<file path="config.mk">
export PLATFORM = sky130hd
export DESIGN_NAME = fir_tap_sequencer
export DESIGN_NICKNAME = d
export VERILOG_FILES = /design/src/rtl/fir_seq_pkg.sv /design/src/rtl/fir_mac_unit.sv /design/src/rtl/fir_tap_sequencer.sv
export SDC_FILE = /design/constraint.sdc
export NUM_CORES = 1
export LEC_CHECK = 0
export ABC_AREA = 1
export CAP_MARGIN = 0
export CORE_MARGIN = 3
export CORE_UTILIZATION = 60
export DETAILED_ROUTE_END_ITERATION = 12
export PLACE_DENSITY = 0.77
export SETUP_SLACK_MARGIN = 0.5
export SYNTH_ARGS = -nofsm -noshare
export SYNTH_HDL_FRONTEND = slang
export SYNTH_SLANG_ARGS = --single-unit
</file>
<file path="constraint.sdc">
create_clock -name clk -period 13.5 [get_ports clk]
set_clock_uncertainty 0.1 [all_clocks]
set_input_delay 2.7 -clock clk [delete_from_list [all_inputs] [get_ports clk]]
set_output_delay 2.7 -clock clk [all_outputs]
set_load 0.01 [all_outputs]
</file>
<file path="src/rtl/fir_seq_pkg.sv">
// fir_seq_pkg: shared widths, FSM encoding and saturation limits for the FIR tap sequencer.
// Latency: n/a (constants and types only).
// Backpressure: n/a.
package fir_seq_pkg;

  // Default widths; the top exposes each of these as an overridable parameter.
  localparam int DEF_DATA_W = 12;
  localparam int DEF_COEF_W = 12;
  localparam int DEF_TAPS   = 32;
  localparam int DEF_TAP_W  = 5;
  localparam int DEF_OUT_W  = 16;
  localparam int DEF_SHIFT  = 11;
  localparam int DEF_ACC_W  = DEF_DATA_W + DEF_COEF_W + DEF_TAP_W;

  // Saturation limits of the default output width.
  localparam int SAT_MAX = (2 ** (DEF_OUT_W - 1)) - 1;
  localparam int SAT_MIN = -(2 ** (DEF_OUT_W - 1));

  typedef enum logic [1:0] {
    S_IDLE  = 2'd0,
    S_MAC   = 2'd1,
    S_DRAIN = 2'd2,
    S_DONE  = 2'd3
  } seq_state_t;

endpackage

</file>
<file path="src/rtl/fir_mac_unit.sv">
// fir_mac_unit: registered sample operand, pipe-valid, signed multiply and accumulator.
// Latency: a product issued on i_issue lands in o_acc two edges later.
// Backpressure: none; the sequencer paces issues.
// Ports: i_clk, i_rst_n (sync, active-low), i_clr (zero acc), i_issue (tap issued this cycle),
//        i_sample (delay-line word for the issued tap), i_coef (memory data, one cycle after issue),
//        o_acc (running sum), o_pipe_vld (a product is pending this cycle).
module fir_mac_unit #(
  parameter int DATA_W = 12,
  parameter int COEF_W = 12,
  parameter int ACC_W  = 29
) (
  input  logic                     i_clk,
  input  logic                     i_rst_n,
  input  logic                     i_clr,
  input  logic                     i_issue,
  input  logic signed [DATA_W-1:0] i_sample,
  input  logic signed [COEF_W-1:0] i_coef,
  output logic signed [ACC_W-1:0]  o_acc,
  output logic                     o_pipe_vld
);

  logic signed [DATA_W-1:0]        r_sample;
  logic                            r_pipe_vld;
  logic signed [ACC_W-1:0]         r_acc;
  logic signed [DATA_W+COEF_W-1:0] w_prod;
  logic signed [ACC_W-1:0]         w_prod_ext;

  // Full-precision product; the size cast sign-extends into the accumulator width.
  assign w_prod     = r_sample * i_coef;
  assign w_prod_ext = ACC_W'(w_prod);

  always_ff @(posedge i_clk) begin
    if (!i_rst_n) begin
      r_sample   <= '0;
      r_pipe_vld <= 1'b0;
      r_acc      <= '0;
    end else begin
      // The sample register lines up with the coefficient the memory returns one edge later.
      r_pipe_vld <= i_issue;
      if (i_issue) begin
        r_sample <= i_sample;
      end
      if (i_clr) begin
        r_acc <= '0;
      end else if (r_pipe_vld) begin
        r_acc <= r_acc + w_prod_ext;
      end
    end
  end

  assign o_acc      = r_acc;
  assign o_pipe_vld = r_pipe_vld;

endmodule

</file>
<file path="src/rtl/fir_tap_sequencer.sv">
// fir_tap_sequencer: time-multiplexed FIR; walks coefficient indices and accumulates one output per input.
// Latency: out_valid rises TAPS+2 edges after the accept edge.
// Backpressure: in_ready only in IDLE; y_out held in DONE until out_ready.
// Ports: clk, rst_n (sync, active-low); in_valid/in_ready/x_in sample input; co_choose/co_in
//        coefficient memory read port (data one cycle after index); out_valid/out_ready/y_out
//        filtered output; busy (not IDLE).
// Build option: FIR_TAP_SEQ_SAT_EN saturates y_out to the OUT_W range instead of wrapping.
module fir_tap_sequencer #(
  parameter int DATA_W = fir_seq_pkg::DEF_DATA_W,
  parameter int COEF_W = fir_seq_pkg::DEF_COEF_W,
  parameter int TAPS   = fir_seq_pkg::DEF_TAPS,
  parameter int TAP_W  = fir_seq_pkg::DEF_TAP_W,
  parameter int ACC_W  = DATA_W + COEF_W + TAP_W,
  parameter int OUT_W  = fir_seq_pkg::DEF_OUT_W,
  parameter int SHIFT  = fir_seq_pkg::DEF_SHIFT
) (
  input  logic                     clk,
  input  logic                     rst_n,
  input  logic                     in_valid,
  output logic                     in_ready,
  input  logic signed [DATA_W-1:0] x_in,
  output logic [TAP_W-1:0]         co_choose,
  input  logic signed [COEF_W-1:0] co_in,
  output logic                     out_valid,
  input  logic                     out_ready,
  output logic signed [OUT_W-1:0]  y_out,
  output logic                     busy
);

  import fir_seq_pkg::*;

  seq_state_t               r_state;
  seq_state_t               w_state_next;
  logic signed [DATA_W-1:0] r_line [TAPS];
  logic [TAP_W-1:0]         r_wr_ptr;
  logic [TAP_W-1:0]         r_tap;
  logic signed [OUT_W-1:0]  r_y;

  logic                     w_accept;
  logic                     w_issue;
  logic                     w_load_y;
  logic [TAP_W-1:0]         w_wr_next;
  logic [TAP_W-1:0]         w_rd_idx;
  logic signed [ACC_W-1:0]  w_acc;
  logic                     w_pipe_vld;
  logic signed [ACC_W-1:0]  w_shifted;
  logic signed [OUT_W-1:0]  w_y_next;

  // TAPS is a power of two, so pointer arithmetic wraps for free at TAP_W bits.
  assign w_wr_next = r_wr_ptr + TAP_W'(1);
  assign w_rd_idx  = r_wr_ptr - r_tap;

  // ---------------- FSM: state register ----------------
  always_ff @(posedge clk) begin
    if (!rst_n) begin
      r_state <= S_IDLE;
    end else begin
      r_state <= w_state_next;
    end
  end

  // ---------------- FSM: next state and outputs ----------------
  // DRAIN waits for the MAC pipe to empty: the last product lands in the
  // accumulator one edge into DRAIN, and y is formed from the settled sum on the
  // following edge as DONE is entered.
  always_comb begin
    w_state_next = r_state;
    w_accept     = 1'b0;
    w_issue      = 1'b0;
    w_load_y     = 1'b0;
    in_ready     = 1'b0;
    out_valid    = 1'b0;
    busy         = 1'b1;
    co_choose    = '0;
    case (r_state)
      S_IDLE: begin
        in_ready = 1'b1;
        busy     = 1'b0;
        if (in_valid) begin
          w_accept     = 1'b1;
          w_state_next = S_MAC;
        end
      end
      S_MAC: begin
        w_issue   = 1'b1;
        co_choose = r_tap;
        if (r_tap == TAP_W'(TAPS - 1)) begin
          w_state_next = S_DRAIN;
        end
      end
      S_DRAIN: begin
        if (!w_pipe_vld) begin
          w_load_y     = 1'b1;
          w_state_next = S_DONE;
        end
      end
      S_DONE: begin
        out_valid = 1'b1;
        if (out_ready) begin
          w_state_next = S_IDLE;
        end
      end
      default: begin
        w_state_next = S_IDLE;
      end
    endcase
  end

  // ---------------- Delay line, pointers, output register ----------------
  always_ff @(posedge clk) begin
    if (!rst_n) begin
      for (int i = 0; i < TAPS; i++) begin
        r_line[i] <= '0;
      end
      r_wr_ptr <= '0;
      r_tap    <= '0;
      r_y      <= '0;
    end else begin
      if (w_accept) begin
        r_line[w_wr_next] <= x_in;
        r_wr_ptr          <= w_wr_next;
        r_tap             <= '0;
      end else if (w_issue) begin
        r_tap <= r_tap + TAP_W'(1);
      end
      if (w_load_y) begin
        r_y <= w_y_next;
      end
    end
  end

  fir_mac_unit #(
    .DATA_W (DATA_W),
    .COEF_W (COEF_W),
    .ACC_W  (ACC_W)
  ) u_mac (
    .i_clk      (clk),
    .i_rst_n    (rst_n),
    .i_clr      (w_accept),
    .i_issue    (w_issue),
    .i_sample   (r_line[w_rd_idx]),
    .i_coef     (co_in),
    .o_acc      (w_acc),
    .o_pipe_vld (w_pipe_vld)
  );

  // ---------------- Output formatting ----------------
  assign w_shifted = w_acc >>> SHIFT;

`ifdef FIR_TAP_SEQ_SAT_EN
  localparam logic signed [ACC_W-1:0] L_MAX_EXT = {{(ACC_W-OUT_W+1){1'b0}}, {(OUT_W-1){1'b1}}};
  localparam logic signed [ACC_W-1:0] L_MIN_EXT = {{(ACC_W-OUT_W+1){1'b1}}, {(OUT_W-1){1'b0}}};

  always_comb begin
    w_y_next = OUT_W'(w_shifted);
    if (w_shifted > L_MAX_EXT) begin
      w_y_next = {1'b0, {(OUT_W-1){1'b1}}};
    end else if (w_shifted < L_MIN_EXT) begin
      w_y_next = {1'b1, {(OUT_W-1){1'b0}}};
    end
  end
`else
  // Two's-complement wrap: keep the low OUT_W bits.
  assign w_y_next = OUT_W'(w_shifted);
`endif

  assign y_out = r_y;

endmodule

</file>
Word level (Yosys, flattened, before mapping)
Memories as Yosys holds them, arrays and structs flattened. A register that Yosys moved wholly into a read port is not among the register bits.
Cells that the tools add are included.

storage, ports and cells
  input bits = 28
  logic and storage cells = 47
  memory bits (writable) = 384
  memories kept = 1
  flip-flop bits (word level) = 58
  output and inout bits = 24

cells by class
  add/subtract/negate cells = 4
  multiplexer cells = 21
  $mul = 1
  bitwise logic cells = 1
  equality and inequality tests = 8
  reduce and logical (&&, ||, !) cells = 5

memory list
  memory  depth  width  rd ports  clocked after memory_dff  write ports  line                     source
  r_line  32     12     1         1                         32           fir_tap_sequencer.sv:34  logic signed [DATA_W-1:0] r_line [TAPS];

operator list
  cell                                                                   number
  29-bit by 24-bit adder with 29-bit output                              1
  12-bit by 12-bit multiplier with 24-bit output                         1
  1-bit two-way mux                                                      13
  12-bit two-way mux                                                     1
  12-bit OR reduction                                                    1
  5-bit by 1-bit adder with 5-bit output, second input constant          2
  5-bit two-way mux                                                      2
  2-bit two-way mux                                                      4
  2-bit inequality test, second input constant                           4
  2-bit case mux with 4 select lines                                     1
  5-bit equality test, second input constant                             1
  5-bit subtractor                                                       1
  2-bit equality test, second input constant                             2
  4-bit AND reduction                                                    1
  2-bit by 1-bit equality test with 1-bit output, second input constant  1
  2-bit zero test                                                        1
  2-bit OR reduction                                                     1
  1-bit zero test                                                        1
  1-bit inverter                                                         1

Longest topological paths before layout
  word-level depth = 7
  depth in mapped cells = 27
  depth with buffers taken out = 26

Cells and area by module
Synthesis repeated with hierarchy kept, for this count alone.

unflattened totals
  cell total of the unflattened synthesis = 3449
  area, all modules = 29027.8 um2

modules (own cells, without submodules)
  module             area an instance (um2)  cells each  seq. area each (um2)  instances
  fir_tap_sequencer  19636.3                 2199        12091.6               1
  fir_mac_unit       9391.5                  1250        840.8                 1

Worst setup path before layout
Ideal clock, no wire load.

  path kind = in2reg
  start = input co_in[2]
  end = register u_mac.r_acc[20] (netlist: u_mac.o_acc[20])
  cell stages on the path = 21
  required time = 13.291 ns
  arrival = 7.459 ns
  library setup time = 0.109 ns
  setup slack = 5.832 ns
  buffers on the path = 1
  cells stage by stage = clkbuf_1 > nand2_1 > fa_1 > fa_1 > inv_1 > fa_1 > fa_1 > inv_1 > fa_1 > inv_1 > ha_1 > ha_1 > nand2_1 > inv_1 > a21oi_1 > nor2_1 > nor2_1 > a21o_1 > nand3_1 > nand2_1 > inv_1

on the way
  word-level cells in the longest chain between the ends = 2

ends and longest elaborated chain
  element                                         line                     source
  from (decl)                                     fir_tap_sequencer.sv:23  input logic signed [COEF_W-1:0] co_in,
  12-bit by 12-bit multiplier with 24-bit output  fir_mac_unit.sv:29       assign w_prod = r_sample * i_coef;
  29-bit by 24-bit adder with 29-bit output       fir_mac_unit.sv:46       r_acc <= r_acc + w_prod_ext;
  to (signal assigned)                            fir_mac_unit.sv:46
  to (decl)                                       fir_mac_unit.sv:24       logic signed [ACC_W-1:0] r_acc;

Every way passes these cells.
A chain may end at the register's enable or synchronous reset.

Worst setup path in the final report
  start = input co_in[0]
  end = register u_mac.r_acc[20] (netlist: u_mac.o_acc[20])

The elaborated chain is that of the path after synthesis.

==> summary.md <==
| Metric | Value |
|---|---|
| Status | `finished, final reports clean` |
| Critical Path Slowest Stage Cell | `fa_1` |
| XOR/XNOR share of the synthesized area | `less than 1%` |
| Final hold vios | `0` |
| Initial Utilization | `between 60% and 70%` |
| Library cells used by synthesis | `31` |
| Final wirelength | `about 71,000 um` |
| Antenna violations before repair | `0` |
| Placer congestion estimate | `0.908` |
| Hold Buf Count CTS | `0` |
| Mux cell area share after synthesis | `0%` |
| Final setup fails | `0` |
| Complex-gate fraction of the synthesized area | `approximately 6%` |
| Vias per cell | `~5.6` |
| Register Area | `between 0.01 and 0.015 mm2` |
| M3 GR Usage | `3.65%` |
| CTS Buf Count | `47` |
| Chip Height | `approximately 220 um` |
| Area leader, netlist | `edfxtp_1` |
| Final #Nets | `3,441` |
| Yosys top cell area share | `41.6%` |
| Residual DRC | `0` |
| Row count | `just under 80` |
| GRT overflow | `0` |
| Worst EP required | `~14,000 ps` |
| Syn Inst Count | `roughly 3,200` |
| Top Ports | `between 50 and 60` |
| M2 GR Usage | `48.2%` |
| Antenna diode count | `0` |
| Min cycle time layout | `around 8400 ps` |
| 1st-iter DRT viols | `around 2,500` |
| Register area share after synthesis | `between 40% and 50%` |
| H-tree level count | `2` |
| CP max stage delay | `between 1000 and 1500 ps` |
| WL/cell | `~19 um` |
| Startpoint types | `input pin` |
| DRT Pass-1 Iters | `6` |
| DR vias | `between 20,000 and 25,000` |
| Setup TNS | `0 ps` |
| Fin. max-slew vios | `0` |
| Clock Tree Root | `clkbuf_16` |
| Area of the multi-input gates | `0.0125 mm2` |
| Worst hold path type | `reg2reg` |
| Synthesized net count | `~3,500` |
| Crit Path Category | `in2reg` |
| Worst Max-Slew Pin Slew | `~1200 ps` |
| Synth area leaders | `edfxtp_1, fa_1, nor2_1, nand2_1, inv_1` |
| CTS tree | `built` |
| Rel. slew slack | `between 10% and 20%` |
| Post-layout util | `between 60% and 70%` |
| Share of cells above drive strength 1 | `under 10%` |
| Mapped cell area | `between 0.02 and 0.03 mm2` |
| Core Box Area | `approximately 0.046 mm2` |
| CTS-repair resized insts | `0` |
| Adder-cell area share of the yosys netlist | `between 15 and 20%` |
| DIE WIDTH | `around 220 um` |
| Area delta synth->final | `7.73%` |
| Tot GR Track Use | `29.0%` |
| Post-Synth Simple-Gate Area | `a little over a fifth` |
| Post-Syn Area per Cell | `roughly 8.6 um2` |
| Largest net degree at the start of global routing | `109` |
| Number of synthesized register bits | `~450` |
| Post-CTS Setup Inserts | `0` |
| Max cap viols | `0` |
| Synth warn | `0` |
| WP data arrival | `8770 ps` |
| CP max FO | `14` |
| Met1 usage | `about two fifths` |
| Die ar. | `between 0.04 and 0.05 mm2` |
| Final cycle utilization of the critical path | `between 60% and 70%` |
| Largest family of logic cells by synthesized area | `simple AND/OR/NAND/NOR gates` |
| Layout fillers | `3,575` |
| Max frequency | `119 MHz` |
| Cells along the critical path | `clkdlybuf4s50_1 > nand2_1 > fa_1 > fa_1 > inv_1 > fa_1 > fa_1 > inv_1 > fa_1 > inv_1 > ha_1 > ha_1 > nand2_1 > inv_1 > a21oi_1 > nor2_1 > nor2_1 > a21o_1 > nand3_1 > nand2_1 > inv_1` |
| Clock buffer depth | `3` |
| Clk sinks | `around 450` |
| Commonest non-fill, non-tap cell in the layout | `nor2_1` |
| CP Capture Type | `flop` |
| Clk_lat worst skew | `580 ps` |
| RSZ-0062 raised after global routing | `no` |
| First-pass GRT wire length | `approximately 110,000 um` |
| CTS clk-pin slew, worst paths | `roughly 60 ps` |
| Vias in the first global route | `about 21,000` |
| Most frequent cells in the layout | `nor2_1, nand2_1, inv_1` |
| HPWL after DPL | `between 40,000 and 50,000 um` |
| Final ANT Viol Nets | `0` |
| Port bufs | `51` |
| Gr busiest metal | `met2` |
==> Yosys cell counts <==
| cell type | count |
|---|---|
| a211oi_1 | 1 |
| a21o_1 | 5 |
| a21oi_1 | 64 |
| and2_1 | 1 |
| buf_1 | 17 |
| buf_2 | 28 |
| buf_4 | 20 |
| clkbuf_1 | 126 |
| clkinv_1 | 1 |
| dfxtp_1 | 68 |
| edfxtp_1 | 384 |
| fa_1 | 176 |
| ha_1 | 88 |
| inv_1 | 415 |
| inv_2 | 2 |
| nand2_1 | 603 |
| nand3_1 | 130 |
| nand3b_1 | 2 |
| nand4_1 | 10 |
| nor2_1 | 778 |
| nor3_1 | 15 |
| o2111ai_1 | 1 |
| o21a_1 | 1 |
| o21ai_0 | 226 |
| o21ai_1 | 24 |
| o21bai_1 | 3 |
| o221ai_1 | 1 |
| o22ai_1 | 1 |
| or2_2 | 1 |
| xnor2_1 | 4 |
| xor2_1 | 15 |
==> worst max-delay path, delay by kind of cell <==
| family | cells | cell delay, ps |
|---|---|---|
| AOI/OAI and AO/OA | 2 | 450 |
| adders and majority gates | 7 | 3870 |
| and+or+nand+nor | 6 | 710 |
| buffers and inverters | 6 | 1040 |
==> sequential cells by signal, indices dropped and copies added, names as in the netlist <==
| name | flops |
|---|---|
| u_mac.o_acc | 27 |
| r_tap | 5 |
| r_line | 384 |
| u_mac.r_sample | 12 |
| r_state | 2 |
| y_out | 16 |
| u_mac.o_pipe_vld | 1 |
| r_wr_ptr | 5 |
==> logic make-up after synthesis <==
group | count (synthesis)
simple gates | 1540
buf+inv | 609
flops | 452
compound gates | 327
fa+ha+maj | 264
xor+xnor | 19
==> path summary, 6_finish.rpt <==
kind,start,to,slack (ps),cells after the start
worst max register to register,u_mac.r_sample[11]$_SDFFE_PN0P_,u_mac.o_acc[20]$_SDFFE_PP0P_,7130,20
worst max-delay path,co_in[0],u_mac.o_acc[20]$_SDFFE_PP0P_,5110,21
worst min register to register,u_mac.o_acc[4]$_SDFFE_PP0P_,u_mac.o_acc[4]$_SDFFE_PP0P_,370,2
worst min-delay path,u_mac.o_acc[4]$_SDFFE_PP0P_,u_mac.o_acc[4]$_SDFFE_PP0P_,370,2
==> per-stage QoR <==
step / hold WS [ps] / std cells / instance area [um2] / setup WS [ps]
after floorplan: 341 / 3211 / 27700 / 5830
after global placement: 354 / 3700 / 28400 / 4600
after detailed placement: 361 / 3700 / 28400 / 4570
after CTS: 370 / 3786 / 29900 / 5180
after global routing: 401 / 3786 / 29900 / 4770
final: 370 / 3786 / 29900 / 5110
==> cell type report <==
| type | count | area share (%) |
|---|---|---|
| flip-flops and latches | 452 | 43.1 |
| multi-input cells | 2150 | 41.8 |
| inverters | 418 | 5.26 |
| clock buffers | 60 | 4.24 |
| well taps | 600 | 2.51 |
| repair buffers | 80 | 2.42 |
| clock inverters | 26 | 0.640 |
==> metal layers <==
layer  share of wire (%)  up-vias
li1                    -     9941
met1                  40    10200
met2                  48     1055
met3                 8.8      176
met4                 3.9        0
met5                   0        -
Power is left out: the tool's default activity adds up to more than one toggle a clock period on the data nets, which glitch-free logic cannot reach.
